File: src/rtl/matmul_seq_ctrl.sv
// Host-side sequencer for the MxM systolic matmul array: buffers A/B, clears and feeds the
// array in skewed order, and collects C. Optional WAIT/COLLECT watchdog: MATMUL_SEQ_TIMEOUT_EN.
module matmul_seq_ctrl #(
    parameter int M       = 3,
    parameter int AW      = $clog2(M * M),
    parameter int TIMEOUT = 64
) (
    input  logic          CLK,
    input  logic          rstb,
    input  logic          wr_en,
    input  logic          wr_sel,
    input  logic [AW-1:0] wr_addr,
    input  logic [7:0]    wr_data,
    input  logic          start,
    output logic          busy,
    output logic          done,
    output logic          err,
    input  logic [AW-1:0] rd_addr,
    output logic [15:0]   rd_data,
    output logic          arr_rst,
    output logic          arr_vld_in,
    output logic [7:0]    arr_a,
    output logic [7:0]    arr_b,
    output logic          arr_rdy_out,
    input  logic [15:0]   arr_c,
    input  logic          arr_vld_out
);
    localparam int              MM     = M * M;
    localparam int              KW     = (M > 1) ? $clog2(M) : 1;
    localparam logic [AW:0]     MM_W   = (AW + 1)'(MM);
    localparam logic [KW-1:0]   LAST_K = KW'(M - 1);
    localparam logic [AW-1:0]   LAST_C = AW'(MM - 1);

    typedef enum logic [2:0] {
        S_IDLE    = 3'd0,
        S_CLR     = 3'd1,
        S_FEED    = 3'd2,
        S_WAIT    = 3'd3,
        S_COLLECT = 3'd4,
        S_DONE    = 3'd5
    } state_t;

    state_t        state_r;
    logic          busy_r;
    logic          done_r;
    logic          arr_rst_r;
    logic          arr_vld_in_r;
    logic          arr_rdy_out_r;
    logic [7:0]    arr_a_r;
    logic [7:0]    arr_b_r;
    logic [15:0]   rd_data_r;
    logic [KW-1:0] k_r;
    logic [KW-1:0] i_r;
    logic [AW-1:0] cnt_r;

    logic [KW-1:0] nk_s;
    logic [KW-1:0] ni_s;
    logic [AW-1:0] a_idx_s;
    logic [AW-1:0] b_idx_s;
    logic          feed_last_s;
    logic          wr_ok_s;
    logic          rd_ok_s;
    logic          accept_s;
    logic          last_word_s;

    logic [7:0]    a_mem_r [MM];
    logic [7:0]    b_mem_r [MM];
    logic [15:0]   c_mem_r [MM];

`ifdef MATMUL_SEQ_TIMEOUT_EN
    localparam int TW = $clog2(TIMEOUT + 1);
    logic [TW-1:0] tmo_r;
    logic          err_r;
    logic          tmo_hit_s;

    assign tmo_hit_s = (tmo_r == TW'(TIMEOUT - 1));
    assign err       = err_r;
`else
    // TIMEOUT stays in the parameter list so both builds share one interface.
    assign err = 1'b0 & (TIMEOUT < 0);
`endif

    assign feed_last_s = (k_r == LAST_K) && (i_r == LAST_K);
    assign wr_ok_s     = wr_en && (state_r == S_IDLE) && ({1'b0, wr_addr} < MM_W);
    assign rd_ok_s     = ({1'b0, rd_addr} < MM_W);
    assign accept_s    = arr_vld_out && arr_rdy_out_r &&
                         ((state_r == S_WAIT) || (state_r == S_COLLECT));
    assign last_word_s = (cnt_r == LAST_C);

    // Next feed position (k outer, i inner); outside FEED it primes position (0,0).
    always_comb begin
        nk_s = {KW{1'b0}};
        ni_s = {KW{1'b0}};
        if (state_r == S_FEED) begin
            if (i_r == LAST_K) begin
                ni_s = {KW{1'b0}};
                nk_s = k_r + KW'(1);
            end else begin
                ni_s = i_r + KW'(1);
                nk_s = k_r;
            end
        end else begin
            ni_s = {KW{1'b0}};
            nk_s = {KW{1'b0}};
        end
        a_idx_s = AW'(int'(ni_s) * M + int'(nk_s));
        b_idx_s = AW'(int'(nk_s) * M + int'(ni_s));
    end

    // Operand and result storage; contents deliberately survive reset.
    always_ff @(posedge CLK) begin
        if (wr_ok_s && !wr_sel) a_mem_r[wr_addr] <= wr_data;
        if (wr_ok_s && wr_sel)  b_mem_r[wr_addr] <= wr_data;
        if (accept_s)           c_mem_r[cnt_r]   <= arr_c;
    end

    // Sequencer FSM with registered array-control and host status outputs.
    always_ff @(posedge CLK or negedge rstb) begin
        if (!rstb) begin
            state_r       <= S_IDLE;
            busy_r        <= 1'b0;
            done_r        <= 1'b0;
            rd_data_r     <= 16'h0000;
            arr_rst_r     <= 1'b1;
            arr_vld_in_r  <= 1'b1;
            arr_a_r       <= 8'h00;
            arr_b_r       <= 8'h00;
            arr_rdy_out_r <= 1'b0;
            k_r           <= {KW{1'b0}};
            i_r           <= {KW{1'b0}};
            cnt_r         <= {AW{1'b0}};
`ifdef MATMUL_SEQ_TIMEOUT_EN
            tmo_r         <= {TW{1'b0}};
            err_r         <= 1'b0;
`endif
        end else begin
            rd_data_r <= rd_ok_s ? c_mem_r[rd_addr] : 16'h0000;
            done_r    <= 1'b0;
            case (state_r)
                S_IDLE: begin
                    arr_rst_r <= 1'b0;
                    if (start) begin
                        state_r   <= S_CLR;
                        busy_r    <= 1'b1;
                        arr_rst_r <= 1'b1;
`ifdef MATMUL_SEQ_TIMEOUT_EN
                        err_r     <= 1'b0;
`endif
                    end
                end
                S_CLR: begin
                    state_r      <= S_FEED;
                    arr_rst_r    <= 1'b0;
                    arr_vld_in_r <= 1'b0;
                    arr_a_r      <= a_mem_r[a_idx_s];
                    arr_b_r      <= b_mem_r[b_idx_s];
                    k_r          <= nk_s;
                    i_r          <= ni_s;
                    cnt_r        <= {AW{1'b0}};
                end
                S_FEED: begin
                    if (feed_last_s) begin
                        state_r       <= S_WAIT;
                        arr_vld_in_r  <= 1'b1;
                        arr_a_r       <= 8'h00;
                        arr_b_r       <= 8'h00;
                        arr_rdy_out_r <= 1'b1;
`ifdef MATMUL_SEQ_TIMEOUT_EN
                        tmo_r         <= {TW{1'b0}};
`endif
                    end else begin
                        arr_a_r <= a_mem_r[a_idx_s];
                        arr_b_r <= b_mem_r[b_idx_s];
                        k_r     <= nk_s;
                        i_r     <= ni_s;
                    end
                end
                S_WAIT, S_COLLECT: begin
                    if (accept_s) begin
                        state_r <= S_COLLECT;
                        cnt_r   <= cnt_r + AW'(1);
`ifdef MATMUL_SEQ_TIMEOUT_EN
                        tmo_r   <= {TW{1'b0}};
`endif
                        if (last_word_s) begin
                            state_r       <= S_DONE;
                            busy_r        <= 1'b0;
                            done_r        <= 1'b1;
                            arr_rdy_out_r <= 1'b0;
                        end
                    end
`ifdef MATMUL_SEQ_TIMEOUT_EN
                    else if (tmo_hit_s) begin
                        state_r       <= S_DONE;
                        busy_r        <= 1'b0;
                        done_r        <= 1'b1;
                        arr_rdy_out_r <= 1'b0;
                        err_r         <= 1'b1;
                    end else begin
                        tmo_r <= tmo_r + TW'(1);
                    end
`endif
                end
                S_DONE: begin
                    state_r <= S_IDLE;
                end
                default: begin
                    state_r       <= S_IDLE;
                    busy_r        <= 1'b0;
                    arr_vld_in_r  <= 1'b1;
                    arr_rdy_out_r <= 1'b0;
                end
            endcase
        end
    end

    assign busy        = busy_r;
    assign done        = done_r;
    assign rd_data     = rd_data_r;
    assign arr_rst     = arr_rst_r;
    assign arr_vld_in  = arr_vld_in_r;
    assign arr_a       = arr_a_r;
    assign arr_b       = arr_b_r;
    assign arr_rdy_out = arr_rdy_out_r;

endmodule

File: config.mk
export PLATFORM = sky130hd
export DESIGN_NAME = matmul_seq_ctrl
export DESIGN_NICKNAME = d
export VERILOG_FILES = /design/src/rtl/matmul_seq_ctrl.sv
export SDC_FILE = /design/constraint.sdc
export NUM_CORES = 1
export LEC_CHECK = 0
export ABC_AREA = 0
export BUFFER_PORTS_ARGS = -buffer_cell sky130_fd_sc_hd__buf_2
export CAP_MARGIN = 15
export CORE_ASPECT_RATIO = 0.75
export CORE_MARGIN = 2
export CORE_UTILIZATION = 26
export CTS_CLUSTER_SIZE = 24
export DETAILED_ROUTE_END_ITERATION = 10
export HOLD_SLACK_MARGIN = 0.02
export PLACE_DENSITY = 0.48
export SLEW_MARGIN = 20
export SYNTH_ARGS = -nofsm -noshare
export SYNTH_HDL_FRONTEND = slang
export SYNTH_SLANG_ARGS = --single-unit
File: constraint.sdc
create_clock -name CLK -period 5.45 [get_ports CLK]
set_clock_uncertainty 0.1 [all_clocks]
set_input_delay 0.2725 -clock CLK [delete_from_list [all_inputs] [get_ports CLK]]
set_output_delay 0.2725 -clock CLK [all_outputs]
set_load 0.01 [all_outputs]
==> reports/metrics.csv, run 1 <==
metric,value,unit
io_pins,76,
rrSetupSlack,0.86,ns
grt_usage,0.116,
holdWs,0.0630,ns
fin_nets,850,
endpoint_kind,flip-flop,
cts_setup_buffers,0,
hold_depth,1,
rows,71,
drtIter0Drc,383,
synth_top_flop_cell,edfxtp_1,
synth-seq-cells,336,
dp_cells,1397,
final_cells,1487,
start_util,0.264,
peakVddDrop,0.196,mV
hp-class,primary input to flip-flop,
ys_seq_area_frac,0.743,
yosysUniqueCellTypes,52,
period_needed,4.59,ns
required,5.76,ns
cts-resized-gates,0,
wirelength,30200,um
drcViolationCount,0,
core-area,50300,um^2
status,"complete, no violations",
slew_viol_final,0,
cp_max_fo,16,
antenna_found_initial,1,
syn_to_final_growth,19.2,%
dpl.hpwl,18300,um
die_area,52800,um^2
slew-limit-headroom,0.251,
power_per_cell_area,463,nW/um^2
ant_nets,0,
startpoint_type,flip-flop,
grt_max_degree,49,
finalPower,0.00732,W
timing.rr.end,arr_b[2]$_DFFE_PN0N_,
hold_start,wr_data[5],
die_height,200,um
port_buffers,74,
min_period_over_period,0.842,
syn_area_per_cell,19.1,um^2
synth_cells,694,
die_w,265,um
critPathArrivalTime,4.90,ns
finalSetupTns,0,ns
fmaxAchievable,218,MHz
syn-cell-area,13300,um^2
place_congestion,0.724,
setup_viol,0,
cts_htree_levels,2,
path_clk_slew,0.06,ns
drv_cap,0,
rsz0062_at_grt,false,
synth_edf_count,288,
clkLatencyLatePin,0.55,ns
yosys.area.top_type,edfxtp_1,
ff2ff_path_depth,12,
grt_pass1_vias,6886,
crit_type,flip-flop to flip-flop,
cts_root_buf,clkbuf_16,
worstMarginPinSlew,1.12,ns
cts_tree,yes,
final_hold_viol_count,0,
synth_area_leaders,"edfxtp_1, dfrtp_1, mux4_2",
numClockSinks,336,
synth_top_area_frac,0.653,
clockBufferDepth,3,
overflow,0,
firstDrtPassIters,6,
synthArstFlopShare,0.143,
hold_buffers,19,
syn-num-nets,744,
cts_buffers,37,
leakage,5.48,nW
grt_pass1_wl,45600,um
vias,6651,
viasPerCell,4.47,
post_drt_wl_per_cell,20.3,um
drive_above_1_share,0.246,
hold-path-endpoint,a_mem_r[7][5]$_DFFE_PP_,
yosysWarnings,0,
worstReg2RegStart,state_r[1]$_DFFE_PN0P_,
-- per-stage QoR --
step	worst slack, ns	utilization	instance area [um^2]
after floorplan	1.72	-	13300
after global placement	1.12	0.286	14400
after detailed placement	1.04	0.286	14400
after CTS	1.03	0.314	15800
after global routing	0.584	0.314	15800
final	0.864	0.314	15800
-- worst max path at each step --
stage / cells after the start / startpoint / slack, ns / end
floorplan: 15 / state_r[1]$_DFFE_PN0P_ / 1.72 / arr_b[4]$_DFFE_PN0N_
global placement: 12 / state_r[1]$_DFFE_PN0P_ / 1.12 / arr_b[0]$_DFFE_PN0N_
detailed placement: 12 / state_r[1]$_DFFE_PN0P_ / 1.04 / arr_b[1]$_DFFE_PN0N_
CTS: 12 / state_r[1]$_DFFE_PN0P_ / 1.03 / arr_b[0]$_DFFE_PN0N_
global route: 12 / state_r[1]$_DFFE_PN0P_ / 0.58 / arr_b[5]$_DFFE_PN0N_
finish: 12 / state_r[1]$_DFFE_PN0P_ / 0.86 / arr_b[2]$_DFFE_PN0N_
-- power breakdown --
part           total (W)  switching, W  internal (W)
Clock            0.00248       0.00101       0.00146
Sequential       0.00311      0.000140       0.00297
Combinational    0.00173      0.000920      0.000810
-- flip-flops by register name, indices dropped and copies added (netlist names), 3 cells and up --
signal,flops
arr_b,8
rd_data,16
b_mem_r,72
c_mem_r,144
a_mem_r,72
state_r,3
arr_a,8
cnt_r,4
-- worst max-delay path, stage by stage (launching register included) --
cell and delay [ns]:
dfrtp_1 0.53, inv_1 0.22, nor3_1 0.51, o211ai_1 0.34, fa_1 0.55, inv_1 0.08
ha_1 0.14, inv_1 0.05, fa_1 1.08, mux4_1 0.42, mux2i_1 0.14, a21oi_1 0.08
a22o_1 0.24
-- cells in the mapped netlist (3+ instances only) --
| master | count |
|---|---|
| a21o_1 | 3 |
| fa_1 | 4 |
| ha_1 | 8 |
| a222oi_1 | 8 |
| buf_1 | 4 |
| nor2b_1 | 3 |
| nor2_1 | 33 |
| and2_1 | 4 |
| mux4_1 | 23 |
| buf_2 | 14 |
| clkbuf_1 | 9 |
| a31oi_1 | 10 |
| a21oi_1 | 21 |
| nand2_1 | 30 |
| dfrtp_1 | 46 |
| o221ai_1 | 8 |
| nand3_1 | 4 |
| edfxtp_1 | 288 |
| mux2i_1 | 27 |
| o21ai_0 | 8 |
| buf_4 | 6 |
| a22o_1 | 16 |
| buf_6 | 4 |
| nand2b_1 | 4 |
| mux2_2 | 9 |
| nor4b_2 | 5 |
| mux4_2 | 33 |
| nor3_1 | 9 |
| inv_1 | 25 |
-- final cells by class --
cell class	instances	area, um^2
multi-input combinational	294	3160
timing repair buffer	106	669
tap	657	822
clock buffer	49	1010
fill	4868	34500
inverter	25	93.8
antenna	1	2.50
sequential	336	9850
clock inverter	19	198
-- placed cells by master (no fill, tap or decap), drive strengths merged, types with 2 or more instances in the layout --
master and instances:
inv 27, a222oi 8, o41ai 2, a21o 3
buf 87, nand2b 4, mux4 56, nor4b 6
o221ai 8, mux2 9, fa 4, ha 8
clkbuf 49, nand2 31, mux2i 27, o2bb2ai 2
bufinv 3, edfxtp 288, clkinv 14, or3b 2
dlygate4sd3 19, and2 4, o21ai 8, a21oi 22
a22o 16, nor2b 3, nor3 10, nand3b 2
nand3 4, a31oi 10, dfstp 2, nor2 33
dfrtp 46, nor4 2
-- layer usage --
metal  up-vias  global-route usage  share of wire
li1       3010                   -              -
met2       135               0.170           0.44
met1      3466               0.174           0.50
met5         -                   0              0
met4         0              0.0381          0.017
met3        40              0.0203          0.041
-- cell families after synthesis --
group,after synthesis,share of synthesized area
mux,92,0.130
other cells,1,0.000283
xor+xnor,1,0.000661
flops,336,0.743
fa+ha+maj,12,0.0136
simple gates,105,0.0420
buf+inv,64,0.0255
compound gates,83,0.0449
(Power assumes the default switching activity.)
==> inputs of run 2 (changes only) <==
Settings changed: ABC_AREA 0 to 1, PLACE_DENSITY 0.48 to 0.49.
Clock period 5.45 ns to 4.01 ns, I/O delays scaled along.
==> run 2 against run 1 <==
  * Via count is 30% higher
  * Die area is 2.9% higher
  * Count of clock-buffer cells in the layout is 5 higher
  * Maximum frequency is 27% higher
  * Synthesized cell count is 67% higher
  * Routed wire length is 14% higher
  * Worst hold slack worse by 0.032 ns
  * Critical path type unchanged
==> reports/metrics.csv, run 2 <==
metric,value,unit,change
drcViolationCount,0,,unchanged
finalSetupTns,0,ns,unchanged
synthArstFlopShare,0.143,,unchanged
grt_usage,0.129,,+0.0128
peakVddDrop,0.429,mV,+120%
crit_family,adder cells,,
cts_root_buf,clkbuf_16,,
yosysUniqueCellTypes,32,,-38%
cts_setup_buffers,0,,unchanged
cts_htree_levels,2,,unchanged
place_congestion,0.753,,+4.0%
period_needed,3.62,ns,-0.965 ns
grt_pass1_wl,53200,um,+17%
grt_pass1_vias,8834,,+28%
worstMarginPinSlew,1.13,ns,+0.0133 ns
multi_input_area,3400,um^2,+7.8%
yosysWarnings,0,,unchanged
yosysMostFrequentCell,nand2_1,,
path_clk_slew,0.06,ns,about the same
rsz0062_at_grt,false,,
largest_reg_flops,144,,unchanged
reg.largest.list,"c_mem_r (144), a_mem_r (72), b_mem_r (72)",,
final_util,0.316,,+0.00160
synthTopCellsByCount,"nand2_1, edfxtp_1, nand3_1",,
final_common_cell,nand2_1,,
crit_type,flip-flop to flip-flop,,
post_drt_wl_per_cell,17.3,um,-15%
final_cells,2001,,+35%
syn_area_per_cell,11.7,um^2,-39%
syn-cell-area,13600,um^2,+2.9%
die_area,54300,um^2,+2.9%
leakage,6.12,nW,+12%
cp_max_fo,9,,-7
fillers,5244,,+7.7%
drv_cap,0,,unchanged
crit_top_cell,nand2_1,,
setup_viol,0,,unchanged
start_util,0.264,,about the same
hp-class,primary input to async pin,,
drtIter0Drc,558,,+46%
min_period_over_period,0.903,,+0.0614
clockBufferDepth,3,,unchanged
fmaxAchievable,276,MHz,+27%
synth-seq-cells,336,,unchanged
fin_nets,1319,,+55%
die_height,202,um,+1.4%
drive_above_1_share,0.147,,-0.0989
seqCellArea,9850,um^2,unchanged
slew_viol_final,0,,unchanged
top_register,c_mem_r,,
dpl.hpwl,20800,um,+14%
final_cell_mix,"nand2_1, edfxtp_1, nand3_1",,
yosys.area.top_type,edfxtp_1,,
slew-limit-headroom,0.242,,-0.00888
final_hold_viol_count,0,,unchanged
cts_buffers,38,,+2.7%
startpoint_type,flip-flop,,
synth_top_flop_cell,edfxtp_1,,
dp_cells,1905,,+36%
cts_tree,yes,,
crit_buf_inv,4,,+1
port_buffers,74,,unchanged
synth_cells,1162,,+67%
critPathArrivalTime,3.95,ns,-0.95 ns
core-area,51700,um^2,+2.8%
vias,8636,,+30%
die_w,269,um,+1.4%
slowest_delay,0.59,ns,-0.49 ns
syn_to_final_growth,19.7,%,
overflow,0,,unchanged
crit_chain,inv_2 -> nor3_4 -> inv_2 -> nor3_1 -> fa_1 -> ha_1 -> inv_1 -> fa_1 -> inv_1 -> nand2_1 -> nand2_1 -> nand2_1 -> nand3_1 -> nand2_1,,
numClockSinks,336,,unchanged
synth_edf_count,288,,unchanged
diodes,0,,-1
ant_nets,0,,unchanged
synth_top_area_frac,0.634,,-0.0186
clkLatencyLatePin,0.55,ns,about the same
endpoint_kind,flip-flop,,
critical-path-slowest-cell,fa_1,,
io_pins,76,,unchanged
synth_area_leaders,"edfxtp_1, nand2_1, dfrtp_1",,
syn-num-nets,1212,,+63%
grt_max_degree,65,,+33%
required,4.34,ns,-1.42 ns
rows,72,,+1.4%
power_per_cell_area,671,nW/um^2,+45%
viasPerCell,4.32,,-3.5%
wirelength,34600,um,+14%
status,"complete, no violations",,
antenna_found_initial,1,,unchanged
firstDrtPassIters,5,,-1
ys_seq_area_frac,0.722,,-0.0212
[run 2: path summary, 6_finish.rpt]
kind,start,end,slack [ns],depth (start not counted)
worst min register to register,c_mem_r[8][5]$_DFFE_PP_,rd_data[5]$_DFF_PN0_,0.34,2
max in group asynchronous,rstb,arr_vld_in$_DFFE_PN1P_,2.85,3
worst max-delay path,state_r[1]$_DFFE_PN0P_,arr_a[1]$_DFFE_PN0N_,0.39,14
worst min-delay path,rstb,rd_data[0]$_DFF_PN0_,0.03,2
worst max register to register,state_r[1]$_DFFE_PN0P_,arr_a[1]$_DFFE_PN0N_,0.39,14
min in group CLK,wr_data[1],a_mem_r[5][1]$_DFFE_PP_,0.05,1
[run 2: worst register-to-register path: cells and delay by family, from the launching register on]
family,cells,cell delay (ns)
flip-flops,1,0.49
adder cells (fa/ha/maj),3,1.29
AND/OR/NAND/NOR,7,1.02
buffers and inverters,4,0.63
[run 2: layout make-up]
cell class | instances | share of cell area
Clock buffer | 54 | 0.0689
Multi-Input combinational cell | 725 | 0.208
Inverter | 46 | 0.0106
Timing Repair Buffer | 122 | 0.0496
Tap cell | 703 | 0.0538
Sequential cell | 336 | 0.603
Clock inverter | 15 | 0.00590
[run 2: cell families (layout without fill, tap and decap cells)]
group	Yosys count	after routing	synth area share
adders and majority gates	12	12	0.0132
AOI/OAI and AO/OA	89	89	0.0381
buffers and inverters	101	237	0.0319
and+or+nand+nor	622	622	0.194
xor gates and xnor gates	1	1	0.000642
other	1	1	0.000275
DFF	336	336	0.722
[run 2: per-layer routing]
| layer | wire (um) | GRT usage |
|---|---|---|
| met5 | 0 | 0 |
| met4 | 673 | 0.0357 |
| met3 | 1410 | 0.0286 |
| met2 | 15200 | 0.195 |
| met1 | 17200 | 0.186 |
[run 2: power by group]
| group | leakage (nW) | switching, W | internal (W) |
|---|---|---|---|
| Combinational | 2.33 | 0.00235 | 0.00106 |
| Sequential | 3.19 | 0.000145 | 0.00401 |
| Clock | 0.606 | 0.00138 | 0.00201 |
[run 2: stage by stage]
| step | instance area (um^2) | hold slack, ns | power (W) | setup WS (ns) |
|---|---|---|---|---|
| 2_1_floorplan | 13600 | -0.195 | 0.00658 | 0.825 |
| 3_3_place_gp | 14800 | 0.0773 | 0.00765 | 0.527 |
| 3_5_place_dp | 14800 | 0.0808 | 0.00766 | 0.421 |
| 4_1_cts | 16300 | 0.0235 | 0.0111 | 0.372 |
| 5_1_grt | 16300 | 0.0311 | 0.0117 | 0.0519 |
| 6_report | 16300 | 0.0307 | 0.0110 | 0.389 |
[run 2: repair_timing]
item / CTS / global route
resized for setup: 0 / 0
endpoints found under the hold margin: 263 / 0
hold buffers: 27 / 0
==> inputs of run 3 (changes only) <==
Settings changed: CORE_MARGIN 2 to unset.
==> run 3 against run 2 <==
  * Sequential power hardly changed
  * Register-to-register slack improved by 0.09 ns
  * Critical path depth unchanged
  * Setup slack better by 0.093 ns
==> reports/metrics.csv, run 3 (same netlist as run 2, synthesis figures left out) <==
metric,value,unit,change
port_buffers,74,,unchanged
die_w,267,um,-0.74%
period_needed,3.53,ns,-0.0931 ns
die_area,53400,um^2,-1.7%
firstDrtPassIters,5,,unchanged
finalSetupTns,0,ns,unchanged
diodes,0,,unchanged
overflow,0,,unchanged
core-area,51700,um^2,unchanged
dpl.hpwl,20300,um,-2.5%
die_height,200,um,-0.99%
rows,72,,unchanged
cts_tree,yes,,
cts_buffers,39,,+2.6%
grt_usage,0.126,,-0.00313
endpoint_kind,flip-flop,,
cts_setup_buffers,0,,unchanged
cts_htree_levels,2,,unchanged
antenna_found_initial,0,,-1
drcViolationCount,0,,unchanged
fin_area,16400,um^2,+0.28%
critPathArrivalTime,3.85,ns,-0.10 ns
slew-limit-headroom,0.374,,+0.131
hp-class,primary input to flip-flop,,
viasPerCell,4.33,,+0.25%
place_area,14800,um^2,about the same
cp_max_fo,9,,unchanged
drive_above_1_share,0.147,,-0.000226
required,4.33,ns,about the same
syn_to_final_growth,20.1,%,
rsz0062_at_grt,false,,
leakage,6.13,nW,+0.12%
peakVddDrop,0.286,mV,-33%
hold_buffers,26,,-3.7%
place_congestion,0.796,,+5.7%
grt_max_degree,55,,-15%
clkLatencyLatePin,0.53,ns,-0.02 ns
fin_nets,1320,,+0.076%
fmaxAchievable,283,MHz,+2.6%
drv_cap,0,,unchanged
cts_root_buf,clkbuf_16,,
crit_type,flip-flop to flip-flop,,
power_per_cell_area,675,nW/um^2,+0.68%
path_clk_slew,0.06,ns,about the same
start_util,0.264,,unchanged
final_common_cell,nand2_1,,
vias,8666,,+0.35%
startpoint_type,flip-flop,,
wirelength,33200,um,-3.9%
rrSetupSlack,0.48,ns,+0.09 ns
finalPower,0.0111,W,+0.95%
pre_cts_ws,0.500,ns,+0.0792 ns
setup_viol,0,,unchanged
min_period_over_period,0.880,,-0.0232
post_drt_wl_per_cell,16.6,um,-4.0%
io_pins,76,,unchanged
numClockSinks,336,,unchanged
final_hold_viol_count,0,,unchanged
slew_viol_final,0,,unchanged
worstMarginPinSlew,0.939,ns,-0.194 ns
final_cell_mix,"nand2_1, edfxtp_1, nand3_1",,
cts-resized-gates,0,,unchanged
reg.largest.list,"c_mem_r (144), a_mem_r (72), b_mem_r (72)",,
status,"complete, no violations",,
top_register,c_mem_r,,
ant_nets,0,,unchanged
drtIter0Drc,470,,-16%
grt_pass1_vias,8650,,-2.1%
grt_pass1_wl,51300,um,-3.5%
largest_reg_flops,144,,unchanged
clockBufferDepth,3,,unchanged
setup_ws,0.482,ns,+0.0931 ns
run 3: cell count changes in the layout (fill, tap and decap cells not counted), moves of 2 or more:
cell / delta
bufinv_16: +2
buf_4: +2
clkbuf_1: +5
clkinv_1: -3
clkinvlp_4: +2
clkinv_2: -4
run 3: power breakdown:
group          switching [W]  internal (W)  total (W)
sequential          0.000143       0.00401    0.00416
combinational        0.00232       0.00105    0.00337
clock                0.00138       0.00216    0.00354
run 3: worst paths after layout:
check / start / end / cells after the start
min in group asynchronous: rstb / rd_data[13]$_DFF_PN0_ / 2
max in group asynchronous: rstb / arr_rst$_DFFE_PN1P_ / 3
worst max-delay path: state_r[1]$_DFFE_PN0P_ / arr_a[1]$_DFFE_PN0N_ / 14
worst min-delay path: wr_data[3] / a_mem_r[2][3]$_DFFE_PP_ / 1
worst min register to register: c_mem_r[8][14]$_DFFE_PP_ / rd_data[14]$_DFF_PN0_ / 2
worst max register to register: state_r[1]$_DFFE_PN0P_ / arr_a[1]$_DFFE_PN0N_ / 14
run 3: cell type report:
class                           instances  area, um^2
Inverter                               46         173
Clock inverter                         12         140
Multi-Input combinational cell        725        3400
Sequential cell                       336        9850
Timing Repair Buffer                  122         796
Clock buffer                           59        1140
Tap cell                              703         880
Fill cell                            5265       35300
run 3: per-stage QoR:
| step | hold WS [ns] | util | instances |
|---|---|---|---|
| 5_1_grt | 0.0489 | 0.317 | 2003 |
| 3_5_place_dp | 0.144 | 0.287 | 1906 |
| 3_3_place_gp | 0.128 | 0.287 | 1906 |
| 6_report | 0.0643 | 0.317 | 2003 |
| 2_1_floorplan | -0.195 | - | 1162 |
| 4_1_cts | 0.0269 | 0.317 | 2003 |
run 3: layer usage:
layer / global-route usage / vias up / routed length, um
li1: - / 4230 / -
met1: 0.181 / 4214 / 16300
met2: 0.194 / 178 / 14800
met3: 0.0202 / 44 / 1440
met4: 0.0411 / 0 / 666
met5: 0 / - / 0
run 3: critical path: stages (launching register included):
cell and delay [ns]:
dfrtp_1 0.50, inv_2 0.10, nor3_4 0.22, inv_2 0.13, nor3_1 0.35, fa_1 0.49, ha_1 0.19, inv_1 0.07
fa_1 0.57, inv_1 0.28, nand2_1 0.11, nand2_1 0.07, nand2_1 0.05, nand3_1 0.11, nand2_1 0.07
